===== src/rtl/gpr_wb_arbiter.sv =====
// Two-requester register-file write-back arbiter with a pending-write scoreboard.
// ALU (requester 0) and LSU (requester 1) compete round-robin for a single
// register-file write port. The issue stage reserves destination registers,
// and the decode stage queries them for hazards. A flush drops all reservations.
module gpr_wb_arbiter #(
   parameter int GPR_WIDTH      = 32,
   parameter int GPR_ADDR_SPACE = 5,
   parameter int GPR_NUM        = 32
) (
   input  logic                      clk_i,
   input  logic                      rst_n_i,
   input  logic                      req0_valid_i,
   input  logic [GPR_ADDR_SPACE-1:0] req0_addr_i,
   input  logic [GPR_WIDTH-1:0]      req0_val_i,
   output logic                      req0_ready_o,
   input  logic                      req1_valid_i,
   input  logic [GPR_ADDR_SPACE-1:0] req1_addr_i,
   input  logic [GPR_WIDTH-1:0]      req1_val_i,
   output logic                      req1_ready_o,
   input  logic                      rsv_valid_i,
   input  logic [GPR_ADDR_SPACE-1:0] rsv_addr_i,
   input  logic [GPR_ADDR_SPACE-1:0] rs1_addr_i,
   input  logic [GPR_ADDR_SPACE-1:0] rs2_addr_i,
   output logic                      rs1_busy_o,
   output logic                      rs2_busy_o,
   input  logic                      flush_i,
   output logic                      rd_we_o,
   output logic [GPR_ADDR_SPACE-1:0] rd_addr_o,
   output logic [GPR_WIDTH-1:0]      rd_val_o
);

   // Priority pointer: 0 prefers the ALU, 1 prefers the LSU.
   logic                      ptr;
   logic [GPR_NUM-1:0]        pending;
   logic [GPR_NUM-1:0]        pending_next;
   logic                      grant0;
   logic                      grant1;
   logic                      xfer;
   logic [GPR_ADDR_SPACE-1:0] win_addr;
   logic [GPR_WIDTH-1:0]      win_val;

   // Round-robin grant: the pointed requester wins when valid, else the other one.
   always_comb begin
      // NOTE: every combinational output gets a default first so no latch is inferred.
      grant0 = 1'b0;
      grant1 = 1'b0;
      if (!flush_i) begin
         if (!ptr) begin
            grant0 = req0_valid_i;
            grant1 = req1_valid_i & ~req0_valid_i;
         end else begin
            grant1 = req1_valid_i;
            grant0 = req0_valid_i & ~req1_valid_i;
         end
      end
   end

   assign req0_ready_o = grant0;
   assign req1_ready_o = grant1;
   assign xfer         = grant0 | grant1;
   assign win_addr     = grant1 ? req1_addr_i : req0_addr_i;
   assign win_val      = grant1 ? req1_val_i  : req0_val_i;

   // Next pending vector: flush clears all; otherwise a completed write clears its
   // bit, then a reservation sets its bit, so a same-edge reserve wins. x0 never pends.
   always_comb begin
      pending_next = pending;
      if (flush_i) begin
         pending_next = '0;
      end else begin
         if (xfer) begin
            pending_next[win_addr] = 1'b0;
         end
         if (rsv_valid_i) begin
            pending_next[rsv_addr_i] = 1'b1;
         end
      end
      pending_next[0] = 1'b0;
   end

   // Hazard queries read the registered vector only; there is no same-cycle bypass.
   assign rs1_busy_o = pending[rs1_addr_i];
   assign rs2_busy_o = pending[rs2_addr_i];

   // State update: pointer, pending vector and the registered write port.
   always_ff @(posedge clk_i or negedge rst_n_i) begin
      if (!rst_n_i) begin
         ptr       <= 1'b0;
         pending   <= '0;
         rd_we_o   <= 1'b0;
         rd_addr_o <= '0;
         rd_val_o  <= '0;
      end else begin
         // NOTE: sequential state uses non-blocking assignments so every register
         // samples the pre-edge values, independent of statement order.
         pending <= pending_next;
         rd_we_o <= xfer && (win_addr != '0);
         if (xfer) begin
            ptr       <= grant0;
            rd_addr_o <= win_addr;
            rd_val_o  <= win_val;
         end
      end
   end

endmodule


===== config.mk =====
export PLATFORM = sky130hd
export DESIGN_NAME = gpr_wb_arbiter
export DESIGN_NICKNAME = d
export VERILOG_FILES = /design/src/rtl/gpr_wb_arbiter.sv
export SDC_FILE = /design/constraint.sdc
export NUM_CORES = 1
export LEC_CHECK = 0
export BUFFER_PORTS_ARGS = -buffer_cell sky130_fd_sc_hd__buf_2
export CAP_MARGIN = 30
export CELL_PAD_IN_SITES_DETAIL_PLACEMENT = 1
export CELL_PAD_IN_SITES_GLOBAL_PLACEMENT = 1
export CORE_ASPECT_RATIO = 2
export CORE_MARGIN = 2
export CORE_UTILIZATION = 30
export CTS_CLUSTER_SIZE = 12
export DETAILED_ROUTE_END_ITERATION = 10
export PLACE_DENSITY_LB_ADDON = 0.1
export SYNTH_ARGS = -nofsm -noshare
export SYNTH_HDL_FRONTEND = slang
export SYNTH_SLANG_ARGS = --single-unit

===== constraint.sdc =====
create_clock -name clk_i -period 1.6 [get_ports clk_i]
set_clock_uncertainty 0.15 [all_clocks]
set_input_delay 0.08 -clock clk_i [delete_from_list [all_inputs] [get_ports clk_i]]
set_output_delay 0.08 -clock clk_i [all_outputs]
set_load 0.005 [all_outputs]

=== Yosys cells after proc, flatten, opt, wreduce, memory -nomap -nowiden ===
Cells that the tools add are included.

* Output and inout port bits: 42
* Register bits: 70
* Word-level logic and storage cells: 41

* Bitwise logic cells: 8
* Reductions and logical operators: 4
* Mux-type cells: 18
* Order comparisons: 6

{| class="wikitable"
|+ Operator list
! operator !! count
|-
| 32-bit 2-to-1 mux || 5
|-
| 32-bit AND || 1
|-
| 32-bit inverter || 1
|-
| 32-bit OR || 1
|-
| 5-bit by 6-bit < comparator with 1-bit output, second input constant || 4
|-
| 1-bit binary-select mux with 5-bit select || 2
|-
| 1-bit demux with 5-bit select || 2
|-
| 5-bit by 1-bit >= comparator with 1-bit output, second input constant || 2
|-
| 1-bit 2-to-1 mux || 8
|-
| 5-bit 2-to-1 mux || 1
|-
| 5-bit nonzero test || 1
|-
| 1-bit logical AND || 3
|-
| 1-bit AND || 2
|-
| 1-bit inverter || 2
|-
| 1-bit OR || 1
|}

=== Depth between registers and ports, before layout ===
* Word-level depth: 16
* Gate-level depth with buffers: 8

=== Worst setup path before layout ===
No wires, ideal clock.

* Kind: register to register
* Start: reg ptr
* End: reg pending[7]
* Stages on the path, launching flop included: 6
* Library setup time: 0.155 ns
* Slack: -0.142 ns
* Buffers on the path: 1
* Clock period less this slack: 1.742 ns
* Arrival time: 1.437 ns
* Required time: 1.295 ns
* Path through: dfrtp_1 nor2b_1 clkbuf_1 o21ai_0 a221oi_1 a311oi_1

* Longest elaborated chain between the ends: 14
* Elaborated cells on any way between the ends: 18
* Those cells by class: order compare (2); mux (11); bitwise (4); reduce/logical (1)

{| class="wikitable"
|+ RTL lines
! element !! line !! RTL
|-
| from (decl) || 33 || <nowiki>logic ptr;</nowiki>
|-
| from (signal assigned) || 99 || <nowiki>ptr <= grant0;</nowiki>
|-
| 1-bit 2-to-1 mux || 48 || <nowiki>if (!ptr) begin</nowiki>
|-
| 1-bit 2-to-1 mux || 47 || <nowiki>if (!flush_i) begin</nowiki>
|-
| 5-bit 2-to-1 mux || 61 || <nowiki>assign win_addr = grant1 ? req1_addr_i : req0_addr_i;</nowiki>
|-
| 5-bit by 6-bit < comparator with 1-bit output (not written as such) or 5-bit by 1-bit >= comparator with 1-bit output (tied branches) || 72 || <nowiki>pending_next[win_addr] = 1'b0;</nowiki>
|-
| 1-bit logical AND (not written as such) || 72 ||
|-
| 1-bit 2-to-1 mux (not written as such) || 72 ||
|-
| 1-bit demux with 5-bit select || 72 ||
|-
| 32-bit inverter (no line) || - ||
|-
| 32-bit AND (no line) || - ||
|-
| 32-bit 2-to-1 mux (*) || 71 || <nowiki>if (xfer) begin</nowiki>
|-
| 32-bit 2-to-1 mux (*) || 68 || <nowiki>if (flush_i) begin</nowiki>
|-
| 32-bit OR (no line) || - ||
|-
| 32-bit 2-to-1 mux (*) || 74 || <nowiki>if (rsv_valid_i) begin</nowiki>
|-
| 32-bit 2-to-1 mux (*) || 68 ||
|-
| via pending_next[7] || 35 || <nowiki>logic [GPR_NUM-1:0] pending_next;</nowiki>
|-
| to (signal assigned) || 96 || <nowiki>pending <= pending_next;</nowiki>
|-
| to (decl) || 34 || <nowiki>logic [GPR_NUM-1:0] pending;</nowiki>
|}

The timed path passes the listed nets; every way through them passes the cells marked *. The select of a mux whose other input is x is not followed.
A chain may end at the register's enable or synchronous reset.

=== Worst setup path in the final report ===
* Start: reg pending[22]
* End: out rs2_busy_o

* Longest elaborated chain between the ends: 2

{| class="wikitable"
|+ RTL lines
! element !! line !! RTL
|-
| 1-bit binary-select mux with 5-bit select || 83 || <nowiki>assign rs2_busy_o = pending[rs2_addr_i];</nowiki>
|-
| 1-bit 2-to-1 mux (not written as such) || 83 ||
|-
| to (decl) || 25 || <nowiki>output logic rs2_busy_o,</nowiki>
|}

No other way between the ends. The select of a mux whose other input is x is not followed.

==> reports/results.txt <==
Reg2Reg Depth: 8
Pwr dens: 732 nW/µm²
WHS Path Cells: 4
Critical path launch point type: register
CP endpoint kind: output pin
Residual DRC count: 0
Status: complete, but fails checks
Vias in the first global route: 4895
Slew of the pin with the lowest slew margin: 553 ps
Final WS setup: -666 ps
Syn Area/Cell: 10.0 µm²
Max-cap violations: 0
RePlAce Congestion: 0.767
CTS Buf Count: 9
Avg Vias per Cell: 5.29
FF-to-FF End: pending[25]$_DFF_PN0_
F_max: 0.441 GHz
Pin count of the biggest net entering global routing: 75
Yosys top cell area share: 41.9%
Die X-Extent: 87.4 µm
Slew HR: 63.2%
FF+latch count, synth: 70
DRT antenna net count: 0
Switching power: 1550 µW
H-tree levels: 3
Leakage: 0.00339 µW
Root Buffer: clkbuf_16
Layout cells sized above 1: 48.8%
Post-Route WL: 17000 µm
Synth area leader: dfrtp_1
Post-synth EDFFs: 0
Aggregate global routing overflow: 0
Slowest stage delay, CP: 500 ps
Port Buf Inserts: 136
Detailed Route Iter0 Violations: 192
Cells after synthesis: 417
ANT cells: 0
Worst IR drop on VDD: 0.622 mV
Fin. Hold Viols: 0
Sequential share of power: 36.6%
Critical path's slowest cell: or4_1
WP buf/inv: 1
Hold path startpoint: req1_addr_i[2]
Clock buffer depth: 2
Initial antenna violation count: 0
Period utilisation layout: 142%
Crit path DAT: 2040 ps
Fin crit period: 2270 ps
Row count: 61
Internal power: 3900 µW
Starting Density: 30.4%
Synth warn: 0
Die ar.: 14900 µm²
Hold crit path type: input pin to register
Fillers: 1549
Clock power share: 35.9%
RSZ-0062 raised after global routing: true
Final #Nets: 799
Chip height: 171 µm
# clock sinks: 70
R2r startpoint: ptr$_DFFE_PN0N_
Failing checks: negative setup slack
WHS: 32.8 ps
Synthesis-to-layout area growth: 78.0%
Routed wire per std cell: 19.7 µm
Total GRT Usage: 22.8%
Core ar.: 13700 µm²
Worst Hold Path EP: rd_addr_o[2]$_DFFE_PN0N_
Main synth FF type: dfrtp_1
TritonCTS clock tree: done
Post-Syn Nets: 512
Setup CP Type: register to output pin
Ranking of synthesized cells by area: dfrtp_1 42%, mux2i_1 8.6%, mux4_1 7.5%, nand2_1 6.6%, a311oi_1 6.5%
Combinational Power Share: 27.5%
Worst-skew pair later-pin latency: 330 ps
Most frequent cells in the layout: 135 x buf_2, 72 x nand2_1, 70 x dfrtp_1
Final setup TNS: -7800 ps
Synthesized area: 4180 µm²
Cell family with most CP delay: simple AND/OR/NAND/NOR gates
Post-synthesis sequential area ratio: 41.9%
Final Max Slew Viols: 0
Number of detailed-route iterations in the first pass: 4
First-pass GRT wire length: 26300 µm
DP HPWL: 10100 µm
CP required: 1370 ps
Crit path cell chain: mux4_2 > and4b_1 > or4_1 > buf_2
Crit Path Max Fanout: 3
Final setup fails: 65
Switching Share: 28.4%
R2R setup slack: -240 ps
Io pins: 137
Synth cell types: 38
Routed vias: 4583
Share of flip-flops with an asynchronous set or reset: 100%
Clock slew at reported path FFs: 60 ps
Commonest non-fill, non-tap cell in the layout: buf_2
## timing repair
item,in CTS,in global routing
pin swaps,33,36
buffers inserted,20,8
endpoints found under the setup margin,71,72
cloned,3,1
hold buffers,69,0
gates resized for setup,92,79
endpoints found under the hold margin,106,0
## routing by layer
layer / GRT usage, % / vias to the layer above / part of all wire [%]
met5: 0 / - / 0
met4: 7.29 / 0 / 1.9
met3: 3.33 / 19 / 3.7
met2: 39.0 / 113 / 52
met1: 29.1 / 2293 / 43
li1: - / 2158 / -
## worst reg2reg max path, cell delays in order, from the launching register on
cell      delay, ps
dfrtp_1         420
nand2b_4        170
buf_6           140
buf_6           120
nand4b_1        150
a21oi_4          80
buf_12          160
buf_6           120
a311oi_2        220
## sequential cells by signal, indices dropped and copies added (netlist names)
register / count
rd_val_o: 32
rd_we_o: 1
rd_addr_o: 5
pending: 31
ptr: 1
## worst max-delay path by stage
stage | from | to | depth (start not counted)
2_1_floorplan | pending[31]$_DFF_PN0_ | rs1_busy_o | 4
3_3_place_gp | pending[14]$_DFF_PN0_ | rs1_busy_o | 5
3_5_place_dp | pending[30]$_DFF_PN0_ | rs1_busy_o | 5
4_1_cts | pending[22]$_DFF_PN0_ | rs2_busy_o | 4
5_1_grt | pending[22]$_DFF_PN0_ | rs2_busy_o | 4
6_report | pending[22]$_DFF_PN0_ | rs2_busy_o | 4
## power by group through the flow
| stage | registers [µW] | clock network [µW] | logic [µW] |
|---|---|---|---|
| floorplan | 2030 | 0 | 457 |
| global placement | 2010 | 0 | 1010 |
| detailed placement | 2020 | 0 | 1020 |
| CTS | 1990 | 1990 | 1360 |
| global route | 2010 | 2070 | 1620 |
| finish | 1990 | 1950 | 1500 |
## cells by family after synthesis
family                 share of synthesized area, %
AOI/OAI and AO/OA                              19.8
buffers and inverters                          5.21
and+or+nand+nor                                15.2
muxes                                          17.8
DFF                                            41.9
## Yosys cell counts (3+ instances only)
| master | count |
|---|---|
| nand4b_1 | 6 |
| buf_2 | 6 |
| nand4_1 | 6 |
| o21ai_0 | 42 |
| a22oi_1 | 4 |
| mux4_1 | 12 |
| nor2_1 | 5 |
| a21oi_1 | 37 |
| nand2_1 | 73 |
| nand3_1 | 3 |
| or4_1 | 4 |
| and3_1 | 3 |
| clkbuf_1 | 18 |
| a221oi_1 | 4 |
| a311oi_1 | 31 |
| buf_1 | 3 |
| dfrtp_1 | 70 |
| nor2b_1 | 10 |
| buf_6 | 6 |
| nor3b_1 | 4 |
| buf_4 | 4 |
| nand2b_1 | 3 |
| inv_1 | 3 |
| mux2i_1 | 36 |
## metrics by stage
step           power [µW]  utilization (%)  instances  area (µm²)  worst slack, ps
5_1_grt              5710             54.1        866        7430             -711
6_report             5440             54.1        866        7430             -666
3_3_place_gp         3020             40.7        756        5590             -324
4_1_cts              5340             52.1        863        7150             -664
3_5_place_dp         3040             40.7        756        5590             -340
2_1_floorplan        2490                -        417        4240             -129
## layout make-up
cell class	instances	area [µm²]	share of cell area, %
multi-input cells	307	2700	36.3
repair buffers	313	2480	33.3
flip-flops and latches	70	1750	23.6
clock buffers	12	236	3.18
well taps	157	196	2.64
clock inverters	4	47.5	0.640
inverters	3	23.8	0.320
(Power assumes the default switching activity.)
